<file path="config.mk">
export PLATFORM = sky130hd
export DESIGN_NAME = lif_array_flat
export DESIGN_NICKNAME = d
export VERILOG_FILES = /design/src/rtl/lif_array_if.sv /design/src/rtl/lif_array.sv /design/src/flat_wrapper.sv
export SDC_FILE = /design/constraint.sdc
export NUM_CORES = 1
export LEC_CHECK = 0
export CAP_MARGIN = 20
export CORE_MARGIN = 2
export CORE_UTILIZATION = 35
export CTS_CLUSTER_DIAMETER = 200
export DETAILED_ROUTE_END_ITERATION = 10
export GPL_ROUTABILITY_DRIVEN = 0
export SLEW_MARGIN = 0
export SYNTH_ARGS = -nofsm -noshare
export SYNTH_HDL_FRONTEND = slang
export SYNTH_SLANG_ARGS = --single-unit
</file>
<file path="constraint.sdc">
create_clock -name clk -period 4.3 [get_ports clk]
set_input_delay 0.86 -clock clk [delete_from_list [all_inputs] [get_ports clk]]
set_output_delay 0.86 -clock clk [all_outputs]
set_load 0.01 [all_outputs]
</file>
<file path="src/rtl/lif_array_if.sv">
// lif_array_if: control, current input and neuron output bundle for lif_array
interface lif_array_if #(
  parameter int N_NEURONS = 2,
  parameter int WIDTH     = 8,
  parameter int CNT_W     = 8
);
  logic                       enable;
  logic                       chain_en;
  logic                       count_clr;
  logic [WIDTH-1:0]           threshold;
  logic [N_NEURONS*WIDTH-1:0] current;
  logic [N_NEURONS*WIDTH-1:0] state;
  logic [N_NEURONS-1:0]       spike;
  logic [N_NEURONS*CNT_W-1:0] spike_count;

  modport master (
    output enable, chain_en, count_clr, threshold, current,
    input  state, spike, spike_count
  );

  modport slave (
    input  enable, chain_en, count_clr, threshold, current,
    output state, spike, spike_count
  );
endinterface

</file>
<file path="src/rtl/lif_array.sv">
// lif_array: array of leaky integrate-and-fire neurons with refractory, chaining and spike counters
module lif_array #(
  parameter int N_NEURONS      = 2,
  parameter int WIDTH          = 8,
  parameter int LEAK_SHIFT     = 1,
  parameter int REFRACT_CYCLES = 2,
  parameter int CHAIN_WEIGHT   = 128,
  parameter int CNT_W          = 8
) (
  input logic        clk,
  input logic        reset_n,
  lif_array_if.slave bus
);
  localparam int              RW   = (REFRACT_CYCLES > 0) ? $clog2(REFRACT_CYCLES + 1) : 1;
  localparam logic [WIDTH+1:0] SMAX = (WIDTH+2)'((1 << WIDTH) - 1);

  logic [N_NEURONS-1:0] w_spike;

  assign bus.spike = w_spike;

  for (genvar i = 0; i < N_NEURONS; i++) begin : g_n
    logic [WIDTH-1:0] r_state;
    logic             r_spike;
    logic [RW-1:0]    r_ref;
    logic [CNT_W-1:0] r_cnt;
    logic [WIDTH+1:0] w_chain;
    logic [WIDTH+1:0] w_sum;
    logic [WIDTH-1:0] w_sat;
    logic             w_fire;

    // The chain term reads the previous neuron's registered spike, one cycle per stage
    if (i > 0) begin : g_c
      assign w_chain = (bus.chain_en && w_spike[i-1]) ? (WIDTH+2)'(CHAIN_WEIGHT) : '0;
    end else begin : g_z
      assign w_chain = '0;
    end

    assign w_sum  = (WIDTH+2)'(bus.current[i*WIDTH +: WIDTH]) + (WIDTH+2)'(r_state >> LEAK_SHIFT) + w_chain;
    assign w_sat  = (w_sum > SMAX) ? '1 : w_sum[WIDTH-1:0];
    assign w_fire = bus.enable && (r_ref == '0) && (w_sat >= bus.threshold);

    // Membrane integration, firing and refractory hold
    always_ff @(posedge clk or negedge reset_n)
      if (!reset_n) begin
        r_state <= '0;
        r_spike <= 1'b0;
        r_ref   <= '0;
      end else if (!bus.enable) begin
        r_spike <= 1'b0;
      end else if (r_ref != '0) begin
        r_state <= '0;
        r_spike <= 1'b0;
        r_ref   <= r_ref - 1'b1;
      end else begin
        r_spike <= w_fire;
        r_state <= w_fire ? '0 : w_sat;
        r_ref   <= w_fire ? RW'(REFRACT_CYCLES) : r_ref;
      end

    // Saturating spike counter; a clear wins over a same-edge spike
    always_ff @(posedge clk or negedge reset_n)
      if (!reset_n)
        r_cnt <= '0;
      else if (bus.count_clr)
        r_cnt <= '0;
      else if (w_fire && !(&r_cnt))
        r_cnt <= r_cnt + 1'b1;

    assign bus.state[i*WIDTH +: WIDTH]       = r_state;
    assign bus.spike_count[i*CNT_W +: CNT_W] = r_cnt;
    assign w_spike[i]                        = r_spike;
  end
endmodule

</file>
<file path="src/flat_wrapper.sv">
// flat-port wrapper written by rule: the top's interface ports become plain ports
module lif_array_flat 
#(
  parameter int N_NEURONS      = 2,
  parameter int WIDTH          = 8,
  parameter int LEAK_SHIFT     = 1,
  parameter int REFRACT_CYCLES = 2,
  parameter int CHAIN_WEIGHT   = 128,
  parameter int CNT_W          = 8
)
  (clk, reset_n, bus_enable, bus_chain_en, bus_count_clr, bus_threshold, bus_current, bus_state, bus_spike, bus_spike_count);
  lif_array_if #(.N_NEURONS(N_NEURONS), .WIDTH(WIDTH), .CNT_W(CNT_W)) bus_i ();
  input logic clk;
  input logic reset_n;
  input wire logic [$bits(bus_i.enable)-1:0] bus_enable;
  input wire logic [$bits(bus_i.chain_en)-1:0] bus_chain_en;
  input wire logic [$bits(bus_i.count_clr)-1:0] bus_count_clr;
  input wire logic [$bits(bus_i.threshold)-1:0] bus_threshold;
  input wire logic [$bits(bus_i.current)-1:0] bus_current;
  output wire logic [$bits(bus_i.state)-1:0] bus_state;
  output wire logic [$bits(bus_i.spike)-1:0] bus_spike;
  output wire logic [$bits(bus_i.spike_count)-1:0] bus_spike_count;
  assign bus_i.enable = bus_enable;
  assign bus_i.chain_en = bus_chain_en;
  assign bus_i.count_clr = bus_count_clr;
  assign bus_i.threshold = bus_threshold;
  assign bus_i.current = bus_current;
  assign bus_state = bus_i.state;
  assign bus_spike = bus_i.spike;
  assign bus_spike_count = bus_i.spike_count;
  lif_array #(.N_NEURONS(N_NEURONS), .WIDTH(WIDTH), .LEAK_SHIFT(LEAK_SHIFT), .REFRACT_CYCLES(REFRACT_CYCLES), .CHAIN_WEIGHT(CHAIN_WEIGHT), .CNT_W(CNT_W)) u_core (.clk(clk), .reset_n(reset_n), .bus(bus_i));
endmodule
</file>
==> impl_metrics.py <==
metrics = {
    "sta": {
        "fmax_mhz": 239,
        "worst_pin_slew_ns": 0.897,
        "worst_slack_ns": 0.114,
        "hold_ws_ns": 0.503,
        "setup_viol": 0,
        "hold_violations": 0,
        "period_needed_ns": 4.19,
        "post-route-period-util_pct": 97.3,
        "relSlewSlack_pct": 40.2,
        "skew_ns": 0.0101,
        "slew_violations": 0,
    },
    "grt": {
        "grt_pass1_vias": 2717,
        "grt_pass1_wl_mm": 12.3,
        "grt_max_degree": 39,
        "overflow": 0,
        "grt_antenna_before_repair": 0,
        "grtUsageTotal_pct": 17.4,
    },
    "drt": {
        "avgViaCountPerCell": 5.11,
        "wl_mm": 7.27,
        "final_antenna_net_count": 0,
        "drt_first_pass_iters": 4,
        "drc": 0,
        "routedWlPerCell_um": 14.1,
        "vias": 2642,
        "drtIter0Drc": 65,
    },
    "placement": {
        "place_area_mm2": 0.00374,
        "dp_slack_ns": -0.707,
        "dp.cells": 485,
        "port_buffers": 62,
        "hpwlAfterDp_mm": 5.10,
    },
    "worst_hold_path": {
        "whs_endpoint": "u_core.g_n[0].r_state[0]$_DFFE_PN0P_",
        "hp-start": "u_core.g_n[0].r_state[0]$_DFFE_PN0P_",
        "hold_depth": 1,
        "hold_path.class": "reg -> reg",
    },
    "critical_path": {
        "r2r_start": "u_core.g_n[1].r_state[5]$_DFFE_PN0P_",
        "arrival_ns": 4.39,
        "crit_type": "in -> reg",
        "r2r_slack_ns": 0.46,
        "reg2reg_to": "u_core.g_n[1].r_cnt[5]$_DFFE_PN0P_",
        "ff2ff_path_depth": 17,
        "worstPathMaxFanout": 5,
        "worstSetupEndpointType": "register",
        "startpoint_type": "input pin",
        "crit_required_ns": 4.51,
    },
    "finish": {
        "n_antenna_cell": 0,
        "drive_gt1_share_pct": 24.1,
        "fin_util_pct": 54.2,
        "finalNetCount": 482,
        "fin_area_mm2": 0.00419,
        "stdcell_count": 517,
        "syn_to_final_growth_pct": 50.5,
    },
    "floorplan": {
        "coreArea_mm2": 0.00773,
        "num_rows": 32,
        "start_util_pct": 36.0,
        "die_h_um": 93.2,
        "die_x_um": 93.2,
        "die_area_mm2": 0.00868,
        "ios": 63,
    },
    "yosys": {
        "async_reset_ff_share_pct": 100,
        "synth_fp_nets": 363,
        "ys_ff_latch": 38,
        "ys_types": 47,
        "synthesis.instances": 295,
        "synthesis.area_mm2": 0.00278,
        "ys_seq_area_share_pct": 34.2,
        "dominantRegCellSynth": "dfrtp_1",
        "synth_edf_count": 0,
        "avgSynthCellArea_um2": 9.43,
        "yosysWarnings": 0,
    },
    "clock_tree": {
        "clkTransAtPathRegs_ns": 0.08,
        "clk_path_buf_depth": 2,
        "htreeDepth": 2,
        "clock_sink_count": 38,
        "cts_root_buffer": "clkbuf_8",
        "cts-buffers-inserted": 5,
        "cts_tree": "done",
        "cts_hold_buf": 0,
        "clk_latency_ns": 0.30,
    },
    "power_and_ir_drop": {
        "p_per_area_mw_per_mm2": 637,
        "ir_drop_uv": 228,
        "leakagePower_nw": 1.93,
    },
    "job": {
        "drv_cap": 0,
    },
    "outcome": {
        "outcome": "complete, no violations",
    },
}
[cells in the mapped netlist, drive strengths merged, types with 2 or more instances]
master	n	area [µm²]
mux2	4	45.0
nand2	19	71.3
o31ai	3	22.5
inv	25	93.8
buf	4	30.0
a22o	8	70.1
nand2b	7	43.8
a32o	7	70.1
or4	2	15.0
xnor2	6	52.6
fa	2	40.0
nor4	3	18.8
nand4	2	12.5
o21a	3	23.8
or3	4	26.3
nor2b	6	37.5
clkbuf	3	11.3
xor2	6	52.6
o21ai	12	60.1
ha	37	463
and2	2	12.5
a21oi	22	114
nor2	21	78.8
a31o	2	17.5
a211oi	7	52.6
nand3	8	40.0
a21o	9	67.6
and3	2	12.5
a311oi	2	30.0
dfrtp	38	951
o21bai	4	30.0
mux2i	3	30.0
a211o	2	17.5
nor3	3	15.0
[sequential cells by signal, summed over array words and instances (netlist names)]
signal and count:
u_core.g_n.r_cnt 16, u_core.g_n.r_state 16, u_core.g_n.r_ref 4, u_core.g_n.r_spike 2
[cells in the final DEF, fill, tap and decap left out, drive strengths merged, types with 6 or more instances in the layout]
| master | instances |
|---|---|
| a211oi | 7 |
| a21o | 9 |
| a21oi | 22 |
| a22o | 8 |
| a32o | 7 |
| buf | 57 |
| clkbuf | 7 |
| clkdlybuf4s50 | 55 |
| dfrtp | 38 |
| ha | 37 |
| inv | 25 |
| nand2 | 19 |
| nand2b | 7 |
| nand3 | 8 |
| nor2 | 21 |
| nor2b | 6 |
| o21ai | 12 |
| xnor2 | 6 |
| xor2 | 6 |
[power by group]
group / internal (W) / total, W / switching [W] / leakage [nW]
sequential: 0.000455 / 0.000547 / 0.0000927 / 0.516
clock: 0.000130 / 0.000261 / 0.000131 / 0.0482
combinational: 0.00104 / 0.00186 / 0.000820 / 1.37
total: 0.00162 / 0.00267 / 0.00104 / 1.93
[per-layer routing]
layer / up-vias / share of wire (%) / global-route usage (%)
met2: 64 / 48 / 27.4
li1: 1313 / - / -
met4: 0 / 0.96 / 4.29
met3: 11 / 4.7 / 4.11
met1: 1254 / 47 / 24.2
met5: - / 0 / 0
[worst max path at each step]
stage,start,end,depth (start not counted)
final,bus_current[9],u_core.g_n[1].r_cnt[5]$_DFFE_PN0P_,18
after global routing,bus_current[9],u_core.g_n[1].r_cnt[5]$_DFFE_PN0P_,18
after CTS,bus_current[9],u_core.g_n[1].r_cnt[5]$_DFFE_PN0P_,18
after detailed placement,bus_current[9],u_core.g_n[1].r_cnt[5]$_DFFE_PN0P_,17
after global placement,bus_current[9],u_core.g_n[1].r_cnt[5]$_DFFE_PN0P_,17
after floorplan,bus_current[12],u_core.g_n[1].r_cnt[5]$_DFFE_PN0P_,17
[cell type report]
cell class,count,area (µm²)
clock inverters,1,5.00
inverters,26,97.6
flip-flops and latches,38,951
fillers,714,3540
multi-input cells,225,1880
clock buffers,7,86.3
well taps,102,128
repair buffers,118,1040
[critical path, stage by stage]
cell	delay, ns
clkdlybuf4s15_1	0.22
ha_4	0.23
a21o_1	0.16
a21oi_2	0.17
o21ai_1	0.09
a21oi_1	0.18
xnor2_1	0.10
ha_2	0.22
a311oi_4	0.24
buf_6	0.18
nand2_4	0.07
ha_4	0.28
o21a_2	0.12
a21oi_2	0.05
a211o_1	0.29
a211o_4	0.37
or4_4	0.42
a21oi_2	0.15
[cell families after synthesis]
logic type / Yosys count / share of synthesized area, %
flops: 38 / 34.2
mux: 7 / 2.70
fa+ha+maj: 39 / 18.1
buf+inv: 33 / 4.99
simple gates: 81 / 14.4
compound gates: 85 / 21.9
xor+xnor: 12 / 3.78
[repair_timing]
item	CTS	global route
setup endpoints to repair	18	21
buffers inserted	21	2
gates cloned	1	0
resized for setup	21	20
pin swaps	21	15
[per-stage QoR]
stage / TNS [ns] / total power (W)
2_1_floorplan: 0 / 0.00140
3_3_place_gp: -7.65 / 0.00199
3_5_place_dp: -9.81 / 0.00201
4_1_cts: 0 / 0.00256
5_1_grt: -0.112 / 0.00292
6_report: 0 / 0.00267
No activity file was read; power rests on OpenSTA's default activity.
==> RTL change 1 (same flow settings) <==
`REFRACT_CYCLES` is set to 2 in 2 places; all go to 4.
--- a/src/rtl/lif_array.sv
+++ b/src/rtl/lif_array.sv
@@ -5,3 +5,3 @@
   parameter int LEAK_SHIFT     = 1,
-  parameter int REFRACT_CYCLES = 2,
+  parameter int REFRACT_CYCLES = 4,
   parameter int CHAIN_WEIGHT   = 128,
--- a/src/flat_wrapper.sv
+++ b/src/flat_wrapper.sv
@@ -6,3 +6,3 @@
   parameter int LEAK_SHIFT     = 1,
-  parameter int REFRACT_CYCLES = 2,
+  parameter int REFRACT_CYCLES = 4,
   parameter int CHAIN_WEIGHT   = 128,
Behaviour: not the same (Yosys sat finds a counterexample within 10 cycles, from zero or initial values and one cycle with reset_n low).
==> RTL change 1 against the original RTL <==
Routed wire length is 8.3% higher; non-clock buffer count is 21 lower; total power is 32% lower; sequential cell count is 2 higher; cell area is 4.6% higher; worst setup slack worse by 22 ps; area after synthesis is 11% higher; first-iteration DRC count is 3.1% higher; highest routed layer unchanged.
==> RTL change 1: results (changes against the original RTL) <==
----------------------------------------------------
[Outcome]
  Outcome ... complete, no violations (unchanged)

[Worst setup path]
  Launching point of the worst reg2reg path ... u_core.g_n[1].r_state[1]$_DFFE_PN0P_ (was u_core.g_n[1].r_state[5]$_DFFE_PN0P_)
  Critical Path End ... u_core.g_n[1].r_cnt[7]$_DFFE_PN0P_ (was u_core.g_n[1].r_cnt[5]$_DFFE_PN0P_)
  Delay contributed by the slowest stage of the critical path ... 650 ps (was 420 ps)
  Depth of the worst register-to-register path ... 12 (was 17)

[Yosys]
  Top post-synthesis cells by count ... 40 x sky130_fd_sc_hd__dfrtp_1, 35 x sky130_fd_sc_hd__ha_1, 28 x sky130_fd_sc_hd__inv_1 (was 38 x sky130_fd_sc_hd__dfrtp_1, 37 x sky130_fd_sc_hd__ha_1, 25 x sky130_fd_sc_hd__inv_1)
  Synth Net Count ... 403 (was 363)
  Cells taking the most area after synthesis ... sky130_fd_sc_hd__dfrtp_1 32%, sky130_fd_sc_hd__ha_1 14%, sky130_fd_sc_hd__mux2_2 3.6% (was sky130_fd_sc_hd__dfrtp_1 34%, sky130_fd_sc_hd__ha_1 17%, sky130_fd_sc_hd__a21oi_1 3.8%)

[Cells and area]
  Largest registers ... u_core.g_n.r_cnt x16, u_core.g_n.r_state x16, u_core.g_n.r_ref x6 (was u_core.g_n.r_cnt x16, u_core.g_n.r_state x16, u_core.g_n.r_ref x4)
  Net count of the finished layout ... 493 (was 482)
  Filler cell count ... 838 (was 714)
  Share of layout cells above drive strength 1 ... 20.79% (was 24.10%)

[Detailed routing]
  Iter 0 DRT Violations ... 67 (was 65)
  Via Count ... 2834 (was 2642)
  Final wirelength ... 7867 um (was 7266 um)

[Timing]
  Post-Route Skew ... 8.286 ps (was 10.10 ps)
  Post-layout worst setup margin ... 92.48 ps (was 114.1 ps)

[GRT]
  First-pass GRT wire length ... 13180 um (was 12280 um)
  Global-route usage over all layers ... 16.41% (was 17.39%)
  Via count of the first global-routing pass ... 2864 (was 2717)

[Power and ir drop]
  Combinational logic power ... 0.998 mW (was 1.86 mW)
  Peak supply drop ... 0.0001571 V (was 0.0002279 V)
  Flop pwr share ... 27.7% (was 20.5%)
  Power Total ... 1.811 mW (was 2.667 mW)
  Leakage power of the design ... 1.985 nW (was 1.934 nW)
  Switching Power ... 0.6717 mW (was 1.044 mW)

[Placement]
  Dpl hpwl ... 5844 um (was 5099 um)

----------------------------------------------------
-- RTL change 1: changes by cell type in the layout (fill, tap and decap cells not counted), sizes merged, moves of 5 or more --
cell	before	now
nor2b	6	14
buf	57	36
o2bb2ai	1	9
nand2	19	14
mux2	4	10
a22o	8	0
nor3	3	8
nor3b	0	8
-- RTL change 1: area by class of cell --
| class | instances | share of cell area, % |
|---|---|---|
| multi-input combinational | 255 | 48.76 |
| sequential | 40 | 22.85 |
| timing repair buffer | 97 | 20.45 |
| tap | 108 | 3.085 |
| inverter | 28 | 2.399 |
| clock buffer | 6 | 1.657 |
| clock inverter | 2 | 0.7998 |
-- RTL change 1: kinds of logic (layout without fill, tap and decap cells) --
| kind of cell | Yosys count | after routing | share of synthesized area, % |
|---|---|---|---|
| and+or+nand+nor | 106 | 106 | 18.98 |
| DFF | 40 | 40 | 32.30 |
| AOI/OAI and AO/OA | 93 | 93 | 21.36 |
| adders and majority gates | 37 | 37 | 15.42 |
| xor gates and xnor gates | 7 | 7 | 1.978 |
| buffers and inverters | 42 | 133 | 5.692 |
| muxes | 12 | 12 | 4.279 |
-- RTL change 1: repair_timing --
action | CTS | global route
pin swaps | 0 | 11
gates cloned | 0 | 0
setup buffers | 0 | 1
resized for setup | 8 | 35
endpoints found under the setup margin | 16 | 33
-- RTL change 1: metal layers --
layer / wire length, um / GRT usage, % / up-vias
li1: - / - / 1413
met1: 3683 / 22.44 / 1349
met2: 3754 / 27.29 / 68
met3: 387 / 3.508 / 4
met4: 41 / 2.671 / 0
met5: 0 / 0 / -
==> RTL change 2 (config.mk and constraints unchanged) <==
Made on the original files. Reset style: synchronous (`reset_n`), changed in 2 clocked blocks.
--- a/src/rtl/lif_array.sv
+++ b/src/rtl/lif_array.sv
@@ -42,3 +42,3 @@
     // Membrane integration, firing and refractory hold
-    always_ff @(posedge clk or negedge reset_n)
+    always_ff @(posedge clk)
       if (!reset_n) begin
@@ -60,3 +60,3 @@
     // Saturating spike counter; a clear wins over a same-edge spike
-    always_ff @(posedge clk or negedge reset_n)
+    always_ff @(posedge clk)
       if (!reset_n)
Check against the original RTL: differs if reset_n is asserted again (counterexample within 4 cycles, from zero or initial values and one cycle with reset_n low); with reset_n held inactive, the same outputs for 10 cycles.
==> RTL change 2 against the original RTL <==
Critical path depth is 3 lower; routed wire length is 7.2% lower; cell area decreased by 6.2%; area after synthesis is 1.8% lower; sequential cell count is the same; clock skew fell by 6.9 ps; worst setup slack improved by 120 ps.
Power is not compared: it rests on default switching activity, and its combinational part moved more than twofold at a synthesized area within 25%.
==> RTL change 2: results (changes against the original RTL) <==
----------------------------------------------------
[Yosys]
  Synth Net Count ... 383 (was 363)
  Multiplexer share of the synthesized area ... 1.832% (was 2.698%)
  Post-Synth Adder-Cell Area ... 18.41% (was 18.08%)
  Top post-synthesis cells by count ... 38 x sky130_fd_sc_hd__dfxtp_1, 37 x sky130_fd_sc_hd__ha_1, 30 x sky130_fd_sc_hd__nand2_1 (was 38 x sky130_fd_sc_hd__dfrtp_1, 37 x sky130_fd_sc_hd__ha_1, 25 x sky130_fd_sc_hd__inv_1)
  Fraction of synthesized cell area in xor and xnor cells ... 5.769% (was 3.777%)
  Sequential-to-total area share from yosys stat ... 27.84% (was 34.17%)
  Complex-gate fraction of the synthesized area ... 20.97% (was 21.85%)
  Number of distinct standard cells referenced by the synthesized netlist ... 54 (was 47)
  Cells taking the most area after synthesis ... sky130_fd_sc_hd__dfxtp_1 28%, sky130_fd_sc_hd__ha_1 17%, sky130_fd_sc_hd__nand2_1 4.1% (was sky130_fd_sc_hd__dfrtp_1 34%, sky130_fd_sc_hd__ha_1 17%, sky130_fd_sc_hd__a21oi_1 3.8%)
  Post-synthesis async set-or-reset flop share ... 0% (was 100.0%)

[Timing]
  Post-Route Skew ... 3.232 ps (was 10.10 ps)
  Tightest slew margin relative to the limit ... 49.73% (was 40.22%)

[GRT]
  Global-route usage over all layers ... 16.45% (was 17.39%)
  Met1 Track Usage GR ... 23.84% (was 24.20%)
  Met3 GRT Util ... 4.068% (was 4.110%)
  Maximum number of pins on one net before global-route repair ... 22 (was 39)
  First-pass GRT wire length ... 11470 um (was 12280 um)

[Worst setup path]
  Arrival time of the worst setup path ... 4300 ps (was 4390 ps)
  Library cell contributing the largest single delay on the critical path ... sky130_fd_sc_hd__a2111oi_2 (was sky130_fd_sc_hd__or4_4)
  Critical Path Fanout Max ... 6 (was 5)
  Delay contributed by the slowest stage of the critical path ... 480 ps (was 420 ps)

[Cells and area]
  Non-CTS buffers ... 97 (was 118)
  Non-clock inverters ... 19 (was 26)
  Non-clock buffer area fraction after layout ... 22.67% (was 24.79%)
  Filler cell count ... 736 (was 714)
  Total area of sequential cells ... 760.7 um^2 (was 950.9 um^2)
  Multi-Input Combinational ... 249 (was 225)
  Share of layout cells above drive strength 1 ... 17.03% (was 24.10%)
  Multi-input combinational cell area ... 1984 um^2 (was 1883 um^2)
  Clock buffer count ... 6 (was 7)
  Net count of the finished layout ... 478 (was 482)
  Sequential cell count ... 38 (unchanged)
  Fraction of area in clock buffers and inverters ... 2.420% (was 2.180%)
  Largest registers ... u_core.g_n.r_cnt x16, u_core.g_n.r_state x16, u_core.g_n.r_ref x4 (unchanged)

[Detailed routing]
  Final wirelength ... 6745 um (was 7266 um)
  Number of search-and-repair iterations in the first detailed-routing pass ... 5 (was 4)
  Iter 0 DRT Violations ... 69 (was 65)

[Placement]
  Dpl hpwl ... 5047 um (was 5099 um)

[Outcome]
  Outcome ... complete, no violations (unchanged)

[Clocking]
  Post CTS Setup Buffer Count ... 1 (was 21)
  Post-cts resize count ... 10 (was 21)

----------------------------------------------------
-- RTL change 2: path summary, 6_finish.rpt --
path | startpoint | to | slack (ps) | cells after the start
hold reg to reg | u_core.g_n[1].r_state[0]$_SDFFE_PN0P_ | u_core.g_n[1].r_state[0]$_SDFFE_PN0P_ | 460 | 2
setup reg to reg | u_core.g_n[1].r_state[2]$_SDFFE_PN0P_ | u_core.g_n[1].r_cnt[2]$_SDFFE_PP0P_ | 650 | 18
hold / removal | u_core.g_n[1].r_state[0]$_SDFFE_PN0P_ | u_core.g_n[1].r_state[0]$_SDFFE_PN0P_ | 460 | 2
setup / recovery | bus_current[0] | u_core.g_n[0].r_ref[0]$_SDFFE_PN0P_ | 240 | 15
-- RTL change 2: per-layer routing --
metal  vias to the layer above  share of wire [%]
met4                         0               0.92
met1                      1153                 51
li1                       1324                  -
met5                         -                  0
met3                         7                4.8
met2                        63                 44
-- RTL change 2: through the flow --
stage	hold slack (ps)	cell area (um^2)	setup slack (ps)	power, mW	instances
after CTS	463.1	3805	24.74	1.388	509
after global placement	441.8	3656	-479.4	1.082	499
after detailed placement	449.7	3656	-521.0	1.089	499
final	455.0	3930	237.7	1.418	513
after global routing	487.9	3930	12.48	1.532	513
after floorplan	436.0	2733	113.9	0.8233	315
-- RTL change 2: where the power goes --
part           switching (mW)  internal, mW
sequential             0.0325         0.390
combinational           0.351         0.375
clock                   0.141         0.129
total                   0.525         0.894
-- RTL change 2: worst reg2reg max path: cells and delay by family, from the launching register on --
family	cells	cell delay [ps]
AOI/OAI and AO/OA	8	1510
and+or+nand+nor	4	430
DFF	1	450
buffers and inverters	1	170
xor gates and xnor gates	2	330
adders and majority gates	3	640
